<file path="config.mk">
export PLATFORM = sky130hd
export DESIGN_NAME = fwd_ctrl_unit
export DESIGN_NICKNAME = d
export VERILOG_FILES = /design/src/rtl/fwd_ctrl_unit_pkg.sv /design/src/rtl/fwd_ctrl_unit_fwd_sel.sv /design/src/rtl/fwd_ctrl_unit.sv
export SDC_FILE = /design/constraint.sdc
export NUM_CORES = 1
export LEC_CHECK = 0
export ABC_AREA = 1
export ABC_CLOCK_PERIOD_IN_PS = 3400
export BUFFER_PORTS_ARGS = -buffer_cell sky130_fd_sc_hd__buf_2
export CAP_MARGIN = 15
export CORE_UTILIZATION = 50
export CTS_CLUSTER_DIAMETER = 120
export DETAILED_ROUTE_END_ITERATION = 12
export PLACE_DENSITY = 0.75
export SYNTH_ARGS = -nofsm -noshare
export SYNTH_HDL_FRONTEND = slang
export SYNTH_SLANG_ARGS = --single-unit
</file>
<file path="constraint.sdc">
create_clock -name CLK -period 3.4 [get_ports CLK]
set_input_delay 0.68 -clock CLK [delete_from_list [all_inputs] [get_ports CLK]]
set_output_delay 0.68 -clock CLK [all_outputs]
set_load 0.03 [all_outputs]
</file>
<file path="src/rtl/fwd_ctrl_unit_pkg.sv">
`default_nettype none
// ============================================================================
// Module   : fwd_ctrl_unit_pkg
// Purpose  : Shared select encodings and the producer-slot type for the
//            forwarding control stage.
// Revision : 1.0 - initial release
// ============================================================================
package fwd_ctrl_unit_pkg;

    // Operand mux select encodings
    localparam logic [1:0] c_FWD_NONE  = 2'b00;
    localparam logic [1:0] c_FWD_EXMEM = 2'b01;
    localparam logic [1:0] c_FWD_MEMWB = 2'b10;
    localparam logic [1:0] c_FWD_DMEM  = 2'b11;

    // Register address field width inside a slot; top-level REG_AW must not exceed it
    localparam int c_RD_MAX = 8;

    // Destination info of one in-flight instruction
    typedef struct packed {
        logic                valid;
        logic [c_RD_MAX-1:0] rd;
        logic                regwrite;
        logic                isload;
        logic                isjump;
    } slot_t;

    // Empty pipeline slot
    localparam slot_t c_BUBBLE = '{valid: 1'b0, rd: '0, regwrite: 1'b0,
                                   isload: 1'b0, isjump: 1'b0};

endpackage : fwd_ctrl_unit_pkg
`default_nettype wire

</file>
<file path="src/rtl/fwd_ctrl_unit_fwd_sel.sv">
`default_nettype none
// ============================================================================
// Module   : fwd_sel
// Purpose  : Per-operand forwarding priority selector. The producer now in
//            EX (newest) wins over the one in MEM; a load in EX is served
//            from the data-memory read port instead of stalling.
// Revision : 1.0 - initial release
// ============================================================================
module fwd_sel
    import fwd_ctrl_unit_pkg::*;
(
    input  logic [c_RD_MAX-1:0] i_r,
    input  logic                i_use,
    input  slot_t               i_ex,
    input  slot_t               i_mem,
    output logic [1:0]          o_fwd,
    output logic                o_jmp
);

    logic w_ex_hit;
    logic w_mem_hit;

    // x0 is hard-wired zero, so it never matches a producer
    assign w_ex_hit  = i_use && (i_r != '0) && i_ex.valid  && i_ex.regwrite  && (i_ex.rd  == i_r);
    assign w_mem_hit = i_use && (i_r != '0) && i_mem.valid && i_mem.regwrite && (i_mem.rd == i_r);

    // Priority: EX load, EX non-load, MEM, none
    always_comb begin
        o_fwd = c_FWD_NONE;
        o_jmp = 1'b0;
        if (w_ex_hit) begin
            if (i_ex.isload) begin
                o_fwd = c_FWD_DMEM;
            end else begin
                o_fwd = c_FWD_EXMEM;
                o_jmp = i_ex.isjump;
            end
        end else if (w_mem_hit) begin
            o_fwd = c_FWD_MEMWB;
        end
    end

endmodule : fwd_sel
`default_nettype wire

</file>
<file path="src/rtl/fwd_ctrl_unit.sv">
`default_nettype none
// ============================================================================
// Module   : fwd_ctrl_unit
// Purpose  : Forwarding control stage. Shadows EX/MEM/WB destination info and
//            registers the A/B operand-mux selects for the instruction
//            entering EX, plus a count of non-zero selects issued.
// Revision : 1.0 - initial release
// ============================================================================
module fwd_ctrl_unit
    import fwd_ctrl_unit_pkg::*;
#(
    parameter int REG_AW = 5,
    parameter int CNT_W  = 16
) (
    input  logic              CLK,
    input  logic              RST,
    input  logic              STALL,
    input  logic              FLUSH,
    input  logic [REG_AW-1:0] ID_RS1,
    input  logic [REG_AW-1:0] ID_RS2,
    input  logic              ID_USE_RS1,
    input  logic              ID_USE_RS2,
    input  logic [REG_AW-1:0] ID_RD,
    input  logic              ID_REGWRITE,
    input  logic              ID_ISLOAD,
    input  logic              ID_ISJUMP,
    output logic [1:0]        FWD_A,
    output logic [1:0]        FWD_B,
    output logic              JMP_A,
    output logic              JMP_B,
    output logic [CNT_W-1:0]  FWD_CNT
);

    slot_t             r_ex;
    slot_t             r_mem;
    slot_t             r_wb;
    logic [1:0]        r_fwd_a;
    logic [1:0]        r_fwd_b;
    logic              r_jmp_a;
    logic              r_jmp_b;
    logic [CNT_W-1:0]  r_cnt;

    slot_t             w_id_slot;
    logic [1:0]        w_fwd_a;
    logic [1:0]        w_fwd_b;
    logic              w_jmp_a;
    logic              w_jmp_b;
    logic [CNT_W-1:0]  w_cnt_inc;

    // Incoming producer description for the instruction leaving ID
    assign w_id_slot = '{valid: 1'b1, rd: c_RD_MAX'(ID_RD), regwrite: ID_REGWRITE,
                         isload: ID_ISLOAD, isjump: ID_ISJUMP};

    fwd_sel u_sel_a (
        .i_r   (c_RD_MAX'(ID_RS1)),
        .i_use (ID_USE_RS1),
        .i_ex  (r_ex),
        .i_mem (r_mem),
        .o_fwd (w_fwd_a),
        .o_jmp (w_jmp_a)
    );

    fwd_sel u_sel_b (
        .i_r   (c_RD_MAX'(ID_RS2)),
        .i_use (ID_USE_RS2),
        .i_ex  (r_ex),
        .i_mem (r_mem),
        .o_fwd (w_fwd_b),
        .o_jmp (w_jmp_b)
    );

    // Number of operands that will actually be forwarded this advance
    assign w_cnt_inc = CNT_W'(w_fwd_a != c_FWD_NONE) + CNT_W'(w_fwd_b != c_FWD_NONE);

    // Slot shift and registered selects; reset beats flush, flush beats stall
    always_ff @(posedge CLK) begin
        if (RST) begin
            r_ex    <= c_BUBBLE;
            r_mem   <= c_BUBBLE;
            r_wb    <= c_BUBBLE;
            r_fwd_a <= c_FWD_NONE;
            r_fwd_b <= c_FWD_NONE;
            r_jmp_a <= 1'b0;
            r_jmp_b <= 1'b0;
            r_cnt   <= '0;
        end else if (FLUSH) begin
            r_wb    <= r_mem;
            r_mem   <= r_ex;
            r_ex    <= c_BUBBLE;
            r_fwd_a <= c_FWD_NONE;
            r_fwd_b <= c_FWD_NONE;
            r_jmp_a <= 1'b0;
            r_jmp_b <= 1'b0;
        end else if (!STALL) begin
            r_wb    <= r_mem;
            r_mem   <= r_ex;
            r_ex    <= w_id_slot;
            r_fwd_a <= w_fwd_a;
            r_fwd_b <= w_fwd_b;
            r_jmp_a <= w_jmp_a;
            r_jmp_b <= w_jmp_b;
            r_cnt   <= r_cnt + w_cnt_inc;
        end
    end

    assign FWD_A   = r_fwd_a;
    assign FWD_B   = r_fwd_b;
    assign JMP_A   = r_jmp_a;
    assign JMP_B   = r_jmp_b;
    assign FWD_CNT = r_cnt;

endmodule : fwd_ctrl_unit
`default_nettype wire

</file>
Yosys cells after proc, flatten, opt, wreduce, memory -nomap -nowiden
Cells that the tools add are included.
- register bits after elaboration: 41
- input bits: 24
- output and inout port bits: 22
- logic and storage cells: 52
- add/subtract/negate cells: 2
- equality and inequality tests: 5
- multiplexer cells: 10
- bitwise logic cells: 2
- reduce and logical (&&, ||, !) cells: 20
- operator list (kind ; count):
    $mux W12 ; 2
    $add A16 B2 Y16 ; 1
    $eq A8 B5 Y1 ; 2
    $reduce_bool A8 Y1 ; 2
    $logic_and A1 B1 Y1 ; 14
    $eq A5 B5 Y1 ; 2
    $mux W2 ; 5
    $reduce_bool A2 Y1 ; 2
    $mux W1 ; 3
    $add A1 B1 Y2 ; 1
    $ne A2 B1 Y1 const B ; 1
    $not A1 Y1 ; 2
    $reduce_and A2 Y1 ; 1
    $reduce_or A2 Y1 ; 1

Depth between registers and ports, before layout
Gate-level depths: netlist (run 1).
- depth in word-level cells: 10
- depth in mapped cells: 21
- gate-level depth less buffers: 21

Cells and area by module
A second synthesis (run 1) with hierarchy kept.
- cell total of the unflattened synthesis: 436
- area, all modules: 2555.0 µm²
- modules (own cells, without submodules) (module ; times used ; cells an instance ; area an instance (µm²) ; sequential area each (µm²)):
    fwd_ctrl_unit ; 1 ; 240 ; 1751.7 ; 800.8
    fwd_sel ; 2 ; 98 ; 401.6 ; 0.0

Worst setup path before layout (run 1)
Ideal clock, no wire load.
- path kind: input -> register
- start point: input port ID_RS1[1]
- end point: register r_cnt[10] (netlist: FWD_CNT[10])
- library setup time: 0.114 ns
- data arrival time: 2.542 ns
- data required time: 3.286 ns
- path slack: 0.744 ns
- cell stages on the path: 18
- path buffers: 0
- path through: inv_1 nand2_1 nand2_1 nor2_1 nand2_1 nor2_1 nand3_1 nand3_1 inv_1 fa_1 inv_1 ha_1 nand2_1 nor2_4 nand2_2 nor2_4 xor2_1 nor2_1
- longest elaborated chain between the ends: 10
- elaborated cells on any way between the ends: 15
- ends and longest elaborated chain (item ; line ; RTL):
    start: declaration ; fwd_ctrl_unit.sv:19 ; input logic [REG_AW-1:0] ID_RS1,
    $reduce_bool A8 Y1 ; fwd_ctrl_unit_fwd_sel.sv:24, fwd_ctrl_unit_fwd_sel.sv:25 ;
    $logic_and A1 B1 Y1 ; fwd_ctrl_unit_fwd_sel.sv:24, fwd_ctrl_unit_fwd_sel.sv:25 ;
    $logic_and A1 B1 Y1 (3 in series) ; fwd_ctrl_unit_fwd_sel.sv:25 ; assign w_mem_hit = i_use && (i_r != '0) && i_mem.valid && i_mem.regwrite && (i_mem.rd == i_r);
    $mux W2 ; fwd_ctrl_unit_fwd_sel.sv:38 ; end else if (w_mem_hit) begin
    $mux W2 (*) ; fwd_ctrl_unit_fwd_sel.sv:31 ; if (w_ex_hit) begin
    $reduce_bool A2 Y1 (*) ; fwd_ctrl_unit.sv:73 ; assign w_cnt_inc = CNT_W'(w_fwd_a != c_FWD_NONE) + CNT_W'(w_fwd_b != c_FWD_NONE);
    $add A1 B1 Y2 (*) ; fwd_ctrl_unit.sv:73 ;
    $add A16 B2 Y16 (*) ; fwd_ctrl_unit.sv:102 ; r_cnt <= r_cnt + w_cnt_inc;
    end signal: assignment ; fwd_ctrl_unit.sv:102 ;
    end: declaration ; fwd_ctrl_unit.sv:41 ; logic [CNT_W-1:0] r_cnt;
Mark *: on every way between the ends. The rest lies on a longest branch, timed or not.
A chain may end at the register's enable or synchronous reset.

Worst setup path after layout (run 1)
- start point: input port ID_RS1[2]
- end point: register r_cnt[12] (netlist: FWD_CNT[12])
The elaborated chain is that of the path after synthesis.

==> results.yml, run 1 <==
hold_path:
  worstHoldStart: "JMP_A"
  hp-class: "flop to flop"
  worstHoldEndpoint: "JMP_A"
  hold-path-cell-count: 2
pwr:
  netSwitchingPower_w: 0.000224
  vdd_drop_max_mv: 0.225
  combPwrFrac: 0.118
  pwr_density_cell_nw_per_um2: 360
  clockPowerShare: 0.339
  power_leakage_nw: 1.14
  p_seq_frac: 0.543
  switching_share: 0.261
  internal-power_w: 0.000633
  p_total_w: 0.000857
floorplan:
  core_um2: 3770
  fp.dieArea_um2: 4330
  ios: 46
  rows: 22
  die_x_um: 65.8
  die_height_um: 65.8
  initial_core_util: 0.539
setup_path:
  cp_max_fo: 4
  critPathLaunchType: "input pin"
  arrival_ns: 2.96
  r2r_cells: 20
  endpoint_kind: "flop"
  cp_common_cell: "nand2_1"
  criticalPathCategory: "input pin to flop"
  cpPeakStageDelay_ns: 0.38
  r2r_end: "FWD_CNT[12]"
  required_ns: 3.62
  cpMaxStageDelayCell: "fa_1"
  r2r_slack_ns: 0.76
  worstPathCellList: "buf_2 -> inv_1 -> nand2_1 -> nand2_1 -> nor2_1 -> nand2_1 -> nor2_1 -> nand3_1 -> nand3_1 -> inv_1 -> fa_1 -> inv_1 -> ha_1 -> nand2_1 -> nor2_4 -> nand2_2 -> nor2_4 -> nand2_2 -> nand2_1 -> nand2_1 -> nor2_1"
  rr_startpoint: "r_ex[4]"
run:
  maxCapViolations: 0
global_routing:
  grt_overflow: 0
  grt_pass1_wl_um: 7740
  grt_pass1_vias: 1788
  grt_max_degree: 22
  antenna_found_initial: 0
  grtUsageTotal: 0.236
sta:
  drv_slew: 0
  max_freq_ghz: 0.366
  clock_skew_ns: 0.00684
  rsz0062_at_grt: "false"
  tightestPinTransition_ns: 0.570
  fin_crit_sh: 0.805
  finalHoldViolCount: 0
  min_period_ns: 2.74
  tns_ns: 0
  relSlewSlack: 0.619
  setup_viol: 0
synthesis:
  yosys_warnings: 0
  syn_inst: 317
  yosysTopAreaCell: "dfxtp_1"
  synth.area.top_cells: "dfxtp_1 (37%), nand2_1 (15%), inv_1 (8.5%)"
  synth_seq_cells: 38
  synth.distinct_cells: 24
  avgSynthCellArea_um2: 6.42
  ys_seq_area_frac: 0.374
  synth_area_um2: 2030
  synthesis.nets: 343
  synth_top_area_frac: 0.374
cts:
  holdBufCountCts: 0
  insertion_delay_ns: 0.29
  clkSinkCount: 38
  cts_buffer_depth: 2
  path_clk_slew_ns: 0.07
  cts_root_buf: "clkbuf_8"
  cts_buffers: 5
  cts_resized: 0
  cts_setup_buffers: 0
  htree_levels: 2
  cts_tree: "yes"
finish:
  drive_gt1_frac: 0.186
  fillers: 388
  fin_nets: 391
  multiInputGateArea_um2: 1070
  ff_latch_area_um2: 761
  n_antenna_cell: 0
  area_growth_pct: 17.0
  fin_util: 0.631
detailed_routing:
  via_per_inst: 4.97
  drtPass1Iterations: 4
  ant_nets: 0
  routedWlPerCell_um: 11.1
  drcViolationCount: 0
  drt_iter0_drc: 143
  drt_wl_total_um: 4570
  vias: 2051
place:
  portBuffers: 45
  hpwl_um: 3510
  gp_congestion: 0.845
outcome:
  status: "finished clean"
registers in the layout (all words and copies together), names as in the netlist:
| register | cells |
|---|---|
| r_mem | 7 |
| FWD_A | 2 |
| JMP_A | 1 |
| r_ex | 9 |
| JMP_B | 1 |
| FWD_B | 2 |
| FWD_CNT | 16 |
placed cells by master, fill, tap and decap left out, types with 2 or more instances in the layout:
cell type / netlist / final
a21oi_1: 28 / 28
buf_2: 4 / 45
clkbuf_1: 1 / 2
clkbuf_8: 0 / 5
dfxtp_1: 38 / 38
inv_1: 46 / 46
inv_2: 3 / 3
nand2_1: 83 / 83
nand2_2: 4 / 4
nand3_1: 22 / 22
nand4_1: 5 / 5
nor2_1: 44 / 44
nor2_2: 2 / 2
nor2_4: 4 / 4
nor3_1: 3 / 3
o21ai_0: 20 / 20
xnor2_1: 2 / 2
cells in the mapped netlist, drive strengths merged:
master and n:
inv 49, nand2 87, nor2 50, xor2 1, nand3 23, a21oi 28, dfxtp 38, clkbuf 1
xnor2 2, ha 1, buf 4, o21ba 1, nor3 5, fa 1, o21ai 21, nand4 5
worst max path at each step:
stage,endpoint,slack [ns],startpoint,cells after the start
6_report,FWD_CNT[12],0.66,ID_RS1[2],21
5_1_grt,FWD_CNT[8],0.36,ID_RS1[3],18
4_1_cts,FWD_CNT[12],0.66,ID_RS1[2],21
3_5_place_dp,FWD_CNT[12],0.34,ID_RS1[2],21
3_3_place_gp,FWD_CNT[14],0.45,ID_RS1[0],20
2_1_floorplan,FWD_CNT[10],0.74,ID_RS1[1],18
power by group through the flow:
| stage | Sequential (W) | Combinational (W) | Clock [W] |
|---|---|---|---|
| after floorplan | 0.000478 | 0.0000608 | 0 |
| after global placement | 0.000475 | 0.0000982 | 0 |
| after detailed placement | 0.000476 | 0.000100 | 0 |
| after CTS | 0.000466 | 0.000101 | 0.000296 |
| after global routing | 0.000467 | 0.000116 | 0.000321 |
| final | 0.000466 | 0.000101 | 0.000291 |
layer usage:
layer / track usage / up-vias / routed length [um]
met5: 0 / - / 0
met4: 0.0707 / 0 / 47
met3: 0.0569 / 6 / 242
met2: 0.369 / 50 / 2050
met1: 0.318 / 905 / 2230
li1: - / 1090 / -
cell families after synthesis:
family,Yosys count,synth area share
simple gates,170,0.370
fa+ha+maj,2,0.0160
xor+xnor,3,0.0129
flops,38,0.374
compound gates,50,0.125
buf+inv,54,0.102
worst max-delay path, delay by kind of cell:
| kind | cells | cell delay (ns) |
|---|---|---|
| fa+ha+maj | 2 | 0.53 |
| buf+inv | 4 | 0.29 |
| simple gates | 15 | 1.45 |
through the flow:
stage / area, um^2 / setup slack [ns] / std cells / hold slack [ns]
3_3_place_gp: 2300 / 0.448 / 406 / 0.442
6_report: 2380 / 0.664 / 413 / 0.451
2_1_floorplan: 2030 / 0.744 / 317 / 0.434
5_1_grt: 2380 / 0.356 / 413 / 0.479
4_1_cts: 2380 / 0.657 / 413 / 0.456
3_5_place_dp: 2300 / 0.344 / 406 / 0.446
area by class of cell:
class,count,share of cell area
Timing Repair Buffer,46,0.0978
Multi-Input combinational cell,225,0.448
Inverter,49,0.0773
Tap cell,48,0.0252
Sequential cell,38,0.320
Clock buffer,7,0.0321
No activity file was read; power rests on OpenSTA's default activity.
==> run 2, diff against run 1 <==
--- a/config.mk
+++ b/config.mk
@@ -5,14 +5,14 @@
 export SDC_FILE = /design/constraint.sdc
 export NUM_CORES = 1
 export LEC_CHECK = 0
-export ABC_AREA = 1
-export ABC_CLOCK_PERIOD_IN_PS = 3400
+export ABC_AREA = 0
+export ABC_CLOCK_PERIOD_IN_PS = 2600
 export BUFFER_PORTS_ARGS = -buffer_cell sky130_fd_sc_hd__buf_2
 export CAP_MARGIN = 15
 export CORE_UTILIZATION = 50
 export CTS_CLUSTER_DIAMETER = 120
 export DETAILED_ROUTE_END_ITERATION = 12
-export PLACE_DENSITY = 0.75
+export PLACE_DENSITY = 0.76
 export SYNTH_ARGS = -nofsm -noshare
 export SYNTH_HDL_FRONTEND = slang
 export SYNTH_SLANG_ARGS = --single-unit
==> constraint.sdc (replaced) <==
create_clock -name CLK -period 2.6 [get_ports CLK]
set_input_delay 0.52 -clock CLK [delete_from_list [all_inputs] [get_ports CLK]]
set_output_delay 0.52 -clock CLK [all_outputs]
set_load 0.03 [all_outputs]
==> results.yml, run 2 <==
cts:
  path_clk_slew_ns: 0.07
  htree_levels: 2
  cts_buffer_depth: 2
  cts_tree: "yes"
  insertion_delay_ns: 0.29
  cts_buffers: 5
  clkSinkCount: 38
  holdBufCountCts: 0
  cts_root_buf: "clkbuf_8"
finish:
  largest_register_ff_count: 16
  layout_common_cells: "buf_2 (43), nor2_1 (33), dfxtp_1 (30)"
  n_antenna_cell: 0
  fin_nets: 281
  drive_gt1_frac: 0.402
  final_common_cell: "buf_2"
  area_growth_pct: 32.4
hold_path:
  hp-class: "input pin to flop"
  worstHoldStart: "ID_RD[0]"
  worstHoldEndpoint: "r_ex[3]"
  hold-path-cell-count: 3
floorplan:
  ios: 46
  fp.dieArea_um2: 3930
  rows: 21
  core_um2: 3440
  die_height_um: 62.7
  initial_core_util: 0.535
  die_x_um: 62.7
outcome:
  status: "complete, but fails checks"
  violations: "negative setup slack"
synthesis:
  synth_seq_cells: 38
  synth_common_cells: "dfxtp_1 (38), nor2_1 (34), xnor2_1 (24), mux2i_1 (17), nand2_1 (10)"
  yosysTopAreaCell: "dfxtp_1"
  synth_area_um2: 1840
  ys_seq_area_frac: 0.413
  synthesis.nets: 222
  async_flop_share: 0
  yosysMostFrequentCell: "dfxtp_1"
  avgSynthCellArea_um2: 9.39
  synth.area.top_cells: "dfxtp_1 (41%), xnor2_1 (11%), mux2i_1 (9.2%)"
  synth.distinct_cells: 35
  yosys_warnings: 0
  syn_inst: 196
  synth-edff-count: 0
  synth_top_area_frac: 0.413
  synth_flop_cell: "dfxtp_1"
setup_path:
  worstPathCellList: "buf_2 -> buf_4 -> xnor2_2 -> nand3_1 -> nor3_2 -> nor2_2 -> fa_2 -> inv_2 -> ha_4 -> nor3b_4 -> nand4_1 -> nor3_2 -> xnor2_1 -> nor2_1"
  required_ns: 2.76
  cp_max_fo: 3
  cpMaxStageDelayCell: "fa_2"
  arrival_ns: 2.78
  r2r_slack_ns: -0.01
  cp_common_cell: "nor3_2"
  r2r_cells: 12
  r2r_end: "FWD_CNT[12]"
  cpPeakStageDelay_ns: 0.40
  criticalPathCategory: "input pin to flop"
  endpoint_kind: "flop"
  rr_startpoint: "r_ex[4]"
  critPathLaunchType: "input pin"
sta:
  relSlewSlack: 0.674
  setup_viol: 1
  min_period_ns: 2.61
  clock_skew_ns: 0.00497
  timing.final.ws_setup_ns: -0.0126
  fin_crit_sh: 1.00
  drv_slew: 0
  tightestPinTransition_ns: 0.489
  rsz0062_at_grt: "true"
  max_freq_ghz: 0.383
  tns_ns: -0.0126
  finalHoldViolCount: 0
detailed_routing:
  drcViolationCount: 0
  drt-met1-wl_um: 1820
  dr_wl_met2_um: 1990
  wl_met3_um: 161
  vias: 1568
  routedWlPerCell_um: 13.4
  drt_iter0_drc: 93
  drtPass1Iterations: 4
  routed.top_layer: "met4"
  via_per_inst: 5.19
  ant_nets: 0
  drt_wl_total_um: 4050
global_routing:
  grt_pass1_wl_um: 6820
  grt_pass1_vias: 1525
  grt_overflow: 0
  grt_max_degree: 25
  antenna_found_initial: 0
  grtUsageTotal: 0.224
place:
  hpwl_um: 2750
  portBuffers: 45
  gp_congestion: 0.836
  place_ws_ns: -0.284
run:
  maxCapViolations: 0
pwr:
  vdd_drop_max_mv: 0.333
  power_leakage_nw: 1.03
  p_total_w: 0.00121
  pwr_density_cell_nw_per_um2: 496
==> run 2: cell types whose count changed after synthesis, moves of 22 or more <==
cell     change
xnor2_1     +22
nand2_1     -73
a21oi_1     -22
inv_1       -40
==> run 2: per-layer routing <==
metal  vias to the layer above  track usage
met5                         -            0
met4                         0        0.113
met3                         9       0.0547
met2                        45        0.356
met1                       734        0.279
li1                        780            -
==> run 2: cell families after synthesis <==
family	share of synthesized area
mux	0.0925
xor+xnor	0.152
fa+ha+maj	0.0177
buf+inv	0.0313
compound gates	0.0544
simple gates	0.239
flops	0.413
==> run 2: worst max path at each step <==
stage	from	end	slack [ns]
floorplan	ID_RS1[2]	FWD_CNT[8]	0.002
global placement	ID_RS1[1]	FWD_CNT[10]	-0.26
detailed placement	ID_RS2[1]	FWD_CNT[8]	-0.28
CTS	r_mem[7]	FWD_CNT[8]	0.0008
global route	r_ex[4]	FWD_CNT[12]	-0.21
finish	ID_RS1[1]	FWD_CNT[12]	-0.01
==> run 2: worst max-delay path, delay by kind of cell <==
family	cells	cell delay, ns
and+or+nand+nor	7	1.14
adders and majority gates	2	0.51
buffers and inverters	3	0.33
xor gates and xnor gates	2	0.28
==> run 2: report_power, final <==
group	switching, W	internal, W
logic	0.0000620	0.0000561
clock network	0.000208	0.000282
registers	0.00000991	0.000590
total	0.000280	0.000928
==> run 2: what timing repair did <==
action / CTS / global route
pin swaps: 0 / 15
endpoints found under the setup margin: 5 / 11
setup buffers: 0 / 3
gates resized for setup: 3 / 30
==> run 2: layout make-up <==
type | count | area [um^2]
Fill cell | 275 | 1010
Clock buffer | 5 | 68.8
Clock inverter | 3 | 40.0
Timing Repair Buffer | 59 | 343
Inverter | 6 | 22.5
Tap cell | 46 | 57.6
Multi-Input combinational cell | 145 | 1130
Sequential cell | 38 | 776
==> run 2: through the flow <==
stage | hold slack (ns) | instance area (um^2) | instances | util
floorplan | 0.455 | 1850 | 196 | -
global placement | 0.447 | 2180 | 291 | 0.632
detailed placement | 0.455 | 2180 | 291 | 0.632
CTS | 0.455 | 2300 | 299 | 0.668
global route | 0.474 | 2440 | 302 | 0.708
finish | 0.459 | 2440 | 302 | 0.708
